===== config.mk =====
export PLATFORM = sky130hd
export DESIGN_NAME = difeq_scheduler
export DESIGN_NICKNAME = d
export VERILOG_FILES = /design/src/rtl/difeq_scheduler.sv
export SDC_FILE = /design/constraint.sdc
export NUM_CORES = 1
export LEC_CHECK = 0
export CORE_MARGIN = 1.5
export CORE_UTILIZATION = 52
export DETAILED_ROUTE_END_ITERATION = 8
export GPL_TIMING_DRIVEN = 0
export PLACE_DENSITY_LB_ADDON = 0.15
export SLEW_MARGIN = 10
export SYNTH_ARGS = -nofsm -noshare
export SYNTH_HDL_FRONTEND = slang
export SYNTH_SLANG_ARGS = --single-unit

===== constraint.sdc =====
create_clock -name clock -period 5.5 [get_ports clock]
set_input_delay 1.1 -clock clock [delete_from_list [all_inputs] [get_ports clock]]
set_output_delay 1.1 -clock clock [all_outputs]
set_load 0.01 [all_outputs]

===== src/rtl/difeq_scheduler.sv =====
//==============================================================================
// Module      : difeq_scheduler
// Description : Round-robin scheduler that shares a single difference-equation
//               datapath across N_CH channels:
//               y[n] = x[n] - x[n-1] + x[n-2] + x[n-3] + (y[n-1]>>>1) + (y[n-2]>>>2)
//               Optional per-channel history clear: define DIFEQ_CLEAR_EN.
// Revision    : 1.0 - initial release
//==============================================================================
`default_nettype none

module difeq_scheduler #(
    parameter int N_BITS = 8,
    parameter int N_CH   = 4
) (
    input  logic                                   clock,
    input  logic                                   i_reset,
    input  logic [N_CH-1:0]                        i_valid,
    input  logic [N_CH*N_BITS-1:0]                 i_x,
`ifdef DIFEQ_CLEAR_EN
    input  logic [N_CH-1:0]                        i_clear,
`endif
    output logic [N_CH-1:0]                        o_ready,
    output logic [N_BITS+2:0]                      o_y,
    output logic [((N_CH > 1) ? $clog2(N_CH) : 1)-1:0] o_ch,
    output logic                                   o_valid
);

    localparam int c_YW   = N_BITS + 3;
    localparam int c_CH_W = (N_CH > 1) ? $clog2(N_CH) : 1;

    localparam logic [1:0] S_IDLE = 2'd0;
    localparam logic [1:0] S_CALC = 2'd1;
    localparam logic [1:0] S_OUT  = 2'd2;

    logic [1:0]          r_state;
    logic [1:0]          w_state_nxt;
    logic [c_CH_W-1:0]   r_last;
    logic [c_CH_W-1:0]   r_ch;
    logic [c_CH_W-1:0]   r_och;
    logic [N_BITS-1:0]   r_x_cap;
    logic [c_YW-1:0]     r_y;

    logic [N_BITS-1:0]   r_x1 [N_CH];
    logic [N_BITS-1:0]   r_x2 [N_CH];
    logic [N_BITS-1:0]   r_x3 [N_CH];
    logic [c_YW-1:0]     r_y1 [N_CH];
    logic [c_YW-1:0]     r_y2 [N_CH];

    logic [N_BITS-1:0]   w_x_arr [N_CH];
    logic [c_CH_W-1:0]   w_sel;
    logic                w_any;
    logic [N_CH-1:0]     w_grant;

    logic signed [c_YW-1:0] w_xs0;
    logic signed [c_YW-1:0] w_xs1;
    logic signed [c_YW-1:0] w_xs2;
    logic signed [c_YW-1:0] w_xs3;
    logic signed [c_YW-1:0] w_y1;
    logic signed [c_YW-1:0] w_y2;
    logic signed [c_YW-1:0] w_y_calc;

    always_comb begin
        for (int k = 0; k < N_CH; k++) begin
            w_x_arr[k] = i_x[k*N_BITS +: N_BITS];
        end
    end

    // Lowest valid index above r_last wins; otherwise wrap to lowest valid index.
    always_comb begin
        w_sel = '0;
        for (int k = N_CH - 1; k >= 0; k--) begin
            if (i_valid[k] && (k <= int'(r_last))) w_sel = c_CH_W'(k);
        end
        for (int k = N_CH - 1; k >= 0; k--) begin
            if (i_valid[k] && (k > int'(r_last))) w_sel = c_CH_W'(k);
        end
    end

    assign w_any   = |i_valid;
    assign w_grant = w_any ? (N_CH'(1) << w_sel) : '0;
    assign o_ready = ((r_state == S_IDLE) && !i_reset) ? w_grant : '0;

    always_comb begin
        w_state_nxt = r_state;
        case (r_state)
            S_IDLE:  if (w_any) w_state_nxt = S_CALC;
            S_CALC:  w_state_nxt = S_OUT;
            S_OUT:   w_state_nxt = S_IDLE;
            default: w_state_nxt = S_IDLE;
        endcase
    end

    assign w_xs0 = {{3{r_x_cap[N_BITS-1]}}, r_x_cap};
    assign w_xs1 = {{3{r_x1[r_ch][N_BITS-1]}}, r_x1[r_ch]};
    assign w_xs2 = {{3{r_x2[r_ch][N_BITS-1]}}, r_x2[r_ch]};
    assign w_xs3 = {{3{r_x3[r_ch][N_BITS-1]}}, r_x3[r_ch]};
    assign w_y1  = r_y1[r_ch];
    assign w_y2  = r_y2[r_ch];

    assign w_y_calc = w_xs0 - w_xs1 + w_xs2 + w_xs3 + (w_y1 >>> 1) + (w_y2 >>> 2);

    always_ff @(posedge clock) begin
        if (i_reset) begin
            r_state <= S_IDLE;
            r_last  <= c_CH_W'(N_CH - 1);
            r_ch    <= '0;
            r_och   <= '0;
            r_x_cap <= '0;
            r_y     <= '0;
        end else begin
            r_state <= w_state_nxt;
            case (r_state)
                S_IDLE: begin
                    if (w_any) begin
                        r_ch    <= w_sel;
                        r_last  <= w_sel;
                        r_x_cap <= w_x_arr[w_sel];
                    end
                end
                S_CALC: begin
                    r_y   <= w_y_calc;
                    r_och <= r_ch;
                end
                default: ;
            endcase
        end
    end

    // Clear is applied after the shift so it overrides a same-cycle history write.
    always_ff @(posedge clock) begin
        if (i_reset) begin
            for (int k = 0; k < N_CH; k++) begin
                r_x1[k] <= '0;
                r_x2[k] <= '0;
                r_x3[k] <= '0;
                r_y1[k] <= '0;
                r_y2[k] <= '0;
            end
        end else begin
            if (r_state == S_OUT) begin
                r_x1[r_ch] <= r_x_cap;
                r_x2[r_ch] <= r_x1[r_ch];
                r_x3[r_ch] <= r_x2[r_ch];
                r_y1[r_ch] <= r_y;
                r_y2[r_ch] <= r_y1[r_ch];
            end
`ifdef DIFEQ_CLEAR_EN
            for (int k = 0; k < N_CH; k++) begin
                if (i_clear[k]) begin
                    r_x1[k] <= '0;
                    r_x2[k] <= '0;
                    r_x3[k] <= '0;
                    r_y1[k] <= '0;
                    r_y2[k] <= '0;
                end
            end
`endif
        end
    end

    assign o_y     = r_y;
    assign o_ch    = r_och;
    assign o_valid = (r_state == S_OUT) && !i_reset;

endmodule

`default_nettype wire


==> results.py <==
metrics = {
    "synthesis": {
        "avgSynthCellArea_sq_um": 13.6,
        "synth_top_area_cell": "edfxtp_1",
        "synth-edff-count": 172,
        "synth_cell_type_count": 48,
        "synth_top_area_share_pct": 51.3,
        "ys_warn_count": 0,
        "synth_common_cells": "edfxtp_1 (172), and2_1 (139), inv_1 (79)",
        "synth.cell_area_sq_um": 10100,
        "synth_ff_type": "edfxtp_1",
        "syn_nets": 825,
        "syn_inst": 741,
        "synth-seq-area-share_pct": 57.1,
        "synth_seq_cells": 201,
        "synth.top_cells.by_area": "edfxtp_1 (51%), mux4_2 (9.6%), and2_1 (8.6%)",
        "synth_most_common_cell": "edfxtp_1",
        "synth_async_sr_flop_share_pct": 0,
    },
    "layout": {
        "n_fill_cell": 1439,
        "insertedDiodeCount": 0,
        "fin_area_sq_um": 11600,
        "syn2layout_area_growth_pct": 15.4,
        "final_nets": 903,
        "drive_gt1_share_pct": 12.8,
    },
    "floorplan": {
        "start_util_pct": 53.4,
        "rows": 50,
        "dieArea_sq_um": 20200,
        "die_w_um": 142,
        "core-area_sq_um": 18800,
        "die_height_um": 142,
        "ios": 56,
    },
    "global_route": {
        "grt_max_degree": 44,
        "grt_overflow": 0,
        "grt_pass1_vias": 6414,
        "grt_use_total_pct": 25.0,
        "grt_pass1_wl_um": 36900,
        "antenna_found_initial": 0,
    },
    "outcome": {
        "outcome": "complete, no violations",
    },
    "critical_path": {
        "reg2reg_slack_ns": 0.34,
        "regToRegEndpoint": "o_y[10]",
        "required_ns": 5.86,
        "crit_chain": "buf_4, buf_2, buf_4, mux4_2, inv_1, fa_1, inv_1, fa_1, fa_1, ha_1, fa_1, a211oi_1, nor2_1, o21ai_0, xnor2_1, a21oi_1",
        "cp-end-kind": "flip-flop",
        "critPathSlowestCell": "mux4_2",
        "critPathCapture": "o_y[10]",
        "cpPeakStageDelay_ns": 0.52,
        "crit_type": "flip-flop to flip-flop",
        "r2r_cells": 16,
        "cp_data_arrival_time_ns": 5.53,
        "cp_max_fo": 10,
        "cp_common_cell": "fa_1",
        "start_kind": "flip-flop",
    },
    "pwr": {
        "p_per_area_nw_per_um2": 447,
        "p_leak_nw": 4.38,
        "p_total_w": 0.00519,
        "ir_drop_uv": 328,
    },
    "placement": {
        "hpwl_um": 16400,
        "place_area_sq_um": 11000,
        "gp_congestion": 0.946,
        "port_buffers": 53,
    },
    "detailed_routing": {
        "drc": 0,
        "routed_wl_um": 24200,
        "dr.pass1.iters": 7,
        "via_per_inst": 5.73,
        "drtIter0Drc": 652,
        "ant_nets": 0,
        "wl_per_cell_um": 22.1,
        "via_count": 6270,
    },
    "sta": {
        "setup_tns_ns": 0,
        "max_freq_mhz": 194,
        "finalHoldViolCount": 0,
        "fin_crit_ns": 5.16,
        "finalCritPeriodShare_pct": 93.9,
        "skew_ns": 0.0159,
        "relSlewSlack_pct": 44.6,
        "tightest_slew_ns": 0.831,
        "setup_viol": 0,
        "rsz0062_at_grt": "no",
        "drv_slew": 0,
    },
    "clock_network": {
        "cts_tree": "yes",
        "clk_latency_ns": 0.51,
        "clockBufferDepth": 3,
        "h-tree-depth": 1,
        "clk_pin_slew_ns": 0.06,
        "root_buffer": "clkbuf_16",
        "cts.sinks": 201,
        "cts_setup_buffers": 0,
        "cts_buffers": 21,
    },
    "run": {
        "cap_viol_max_count": 0,
    },
    "min_path": {
        "min_path_type": "flip-flop to flip-flop",
    },
}
-- metal layers --
layer	global-route usage [%]	part of all wire [%]
met5	0	0
met3	3.13	7.2
met1	34.5	41
met4	7.49	2.9
met2	41.8	49
-- layout by cell type (no fill, tap or decap), types with 5 or more instances in the layout --
| cell type | count |
|---|---|
| fa_1 | 37 |
| a211oi_1 | 5 |
| mux4_2 | 43 |
| a222oi_1 | 8 |
| xnor2_1 | 5 |
| clkbuf_2 | 6 |
| ha_1 | 9 |
| nand2_1 | 26 |
| nor2_1 | 32 |
| clkbuf_1 | 28 |
| buf_2 | 10 |
| a31oi_1 | 12 |
| edfxtp_1 | 172 |
| dfxtp_1 | 29 |
| a21oi_1 | 14 |
| o21ai_0 | 19 |
| inv_1 | 79 |
| clkbuf_16 | 21 |
| nor4_1 | 23 |
| and2_1 | 139 |
| clkdlybuf4s50_1 | 53 |
-- through the flow --
step	hold slack, ns	worst slack [ns]	std cells	util [%]
2_1_floorplan	0.481	1.05	741	-
3_3_place_gp	0.456	0.176	1054	58.0
3_5_place_dp	0.457	0.135	1056	58.2
4_1_cts	0.476	0.0583	1094	61.7
5_1_grt	0.494	0.0573	1094	61.7
6_report	0.477	0.337	1094	61.7
-- where the power goes --
part | leakage, nW | internal, W | switching (W)
sequential | 2.02 | 0.00175 | 0.0000711
combinational | 2.04 | 0.000832 | 0.00118
clock | 0.322 | 0.000784 | 0.000582
-- how the worst min path moves through the flow --
stage          startpoint  endpoint  slack (ns)  cells after the start
3_5_place_dp      o_ch[0]   o_ch[0]        0.46                      2
5_1_grt           o_ch[0]   o_ch[0]        0.49                      2
6_report          o_ch[1]   o_ch[1]        0.48                      2
2_1_floorplan     o_ch[0]   o_ch[0]        0.48                      2
4_1_cts           o_ch[0]   o_ch[0]        0.48                      2
3_3_place_gp      o_ch[0]   o_ch[0]        0.46                      2
-- kinds of logic after synthesis --
logic type	Yosys count	synth area share, %
AND/OR/NAND/NOR	251	14.5
adder cells (fa/ha/maj)	46	8.48
buffers and inverters	122	4.89
multiplexers	43	9.62
AO/OA/AOI/OAI	73	5.02
XOR/XNOR	5	0.435
flip-flops	201	57.1
-- worst max-delay path, delay by kind of cell (launching register included) --
| kind | cells | cell delay (ns) |
|---|---|---|
| XOR/XNOR | 1 | 0.17 |
| adder cells (fa/ha/maj) | 5 | 1.94 |
| multiplexers | 1 | 0.52 |
| flip-flops | 1 | 0.31 |
| AND/OR/NAND/NOR | 1 | 0.11 |
| buffers and inverters | 5 | 1.20 |
| AO/OA/AOI/OAI | 3 | 0.75 |
-- registers in the layout (all words and copies together), names as in the netlist, 8 cells and up, named ones only --
register and count:
r_x2 32, r_x_cap 8, r_y1 40, o_y 11
r_x1 32, r_x3 32, r_y2 36
-- what timing repair did --
action	CTS	global route
gates resized for setup	0	1
hold buffers	0	0
endpoints found under the hold margin	0	0
endpoints found under the setup margin	0	2
-- area by class of cell --
class                      instances  area (sq um)  share of cell area [%]
tap                              260           325                    2.80
clock inverter                     8          71.3                   0.614
timing repair buffer              55           571                    4.91
clock buffer                      30           579                    4.99
multi-input combinational        418          3830                    33.0
buffer                            42           193                    1.66
inverter                          80           300                    2.58
sequential                       201          5750                    49.5
Note: power is estimated with default switching activity, not from simulation.
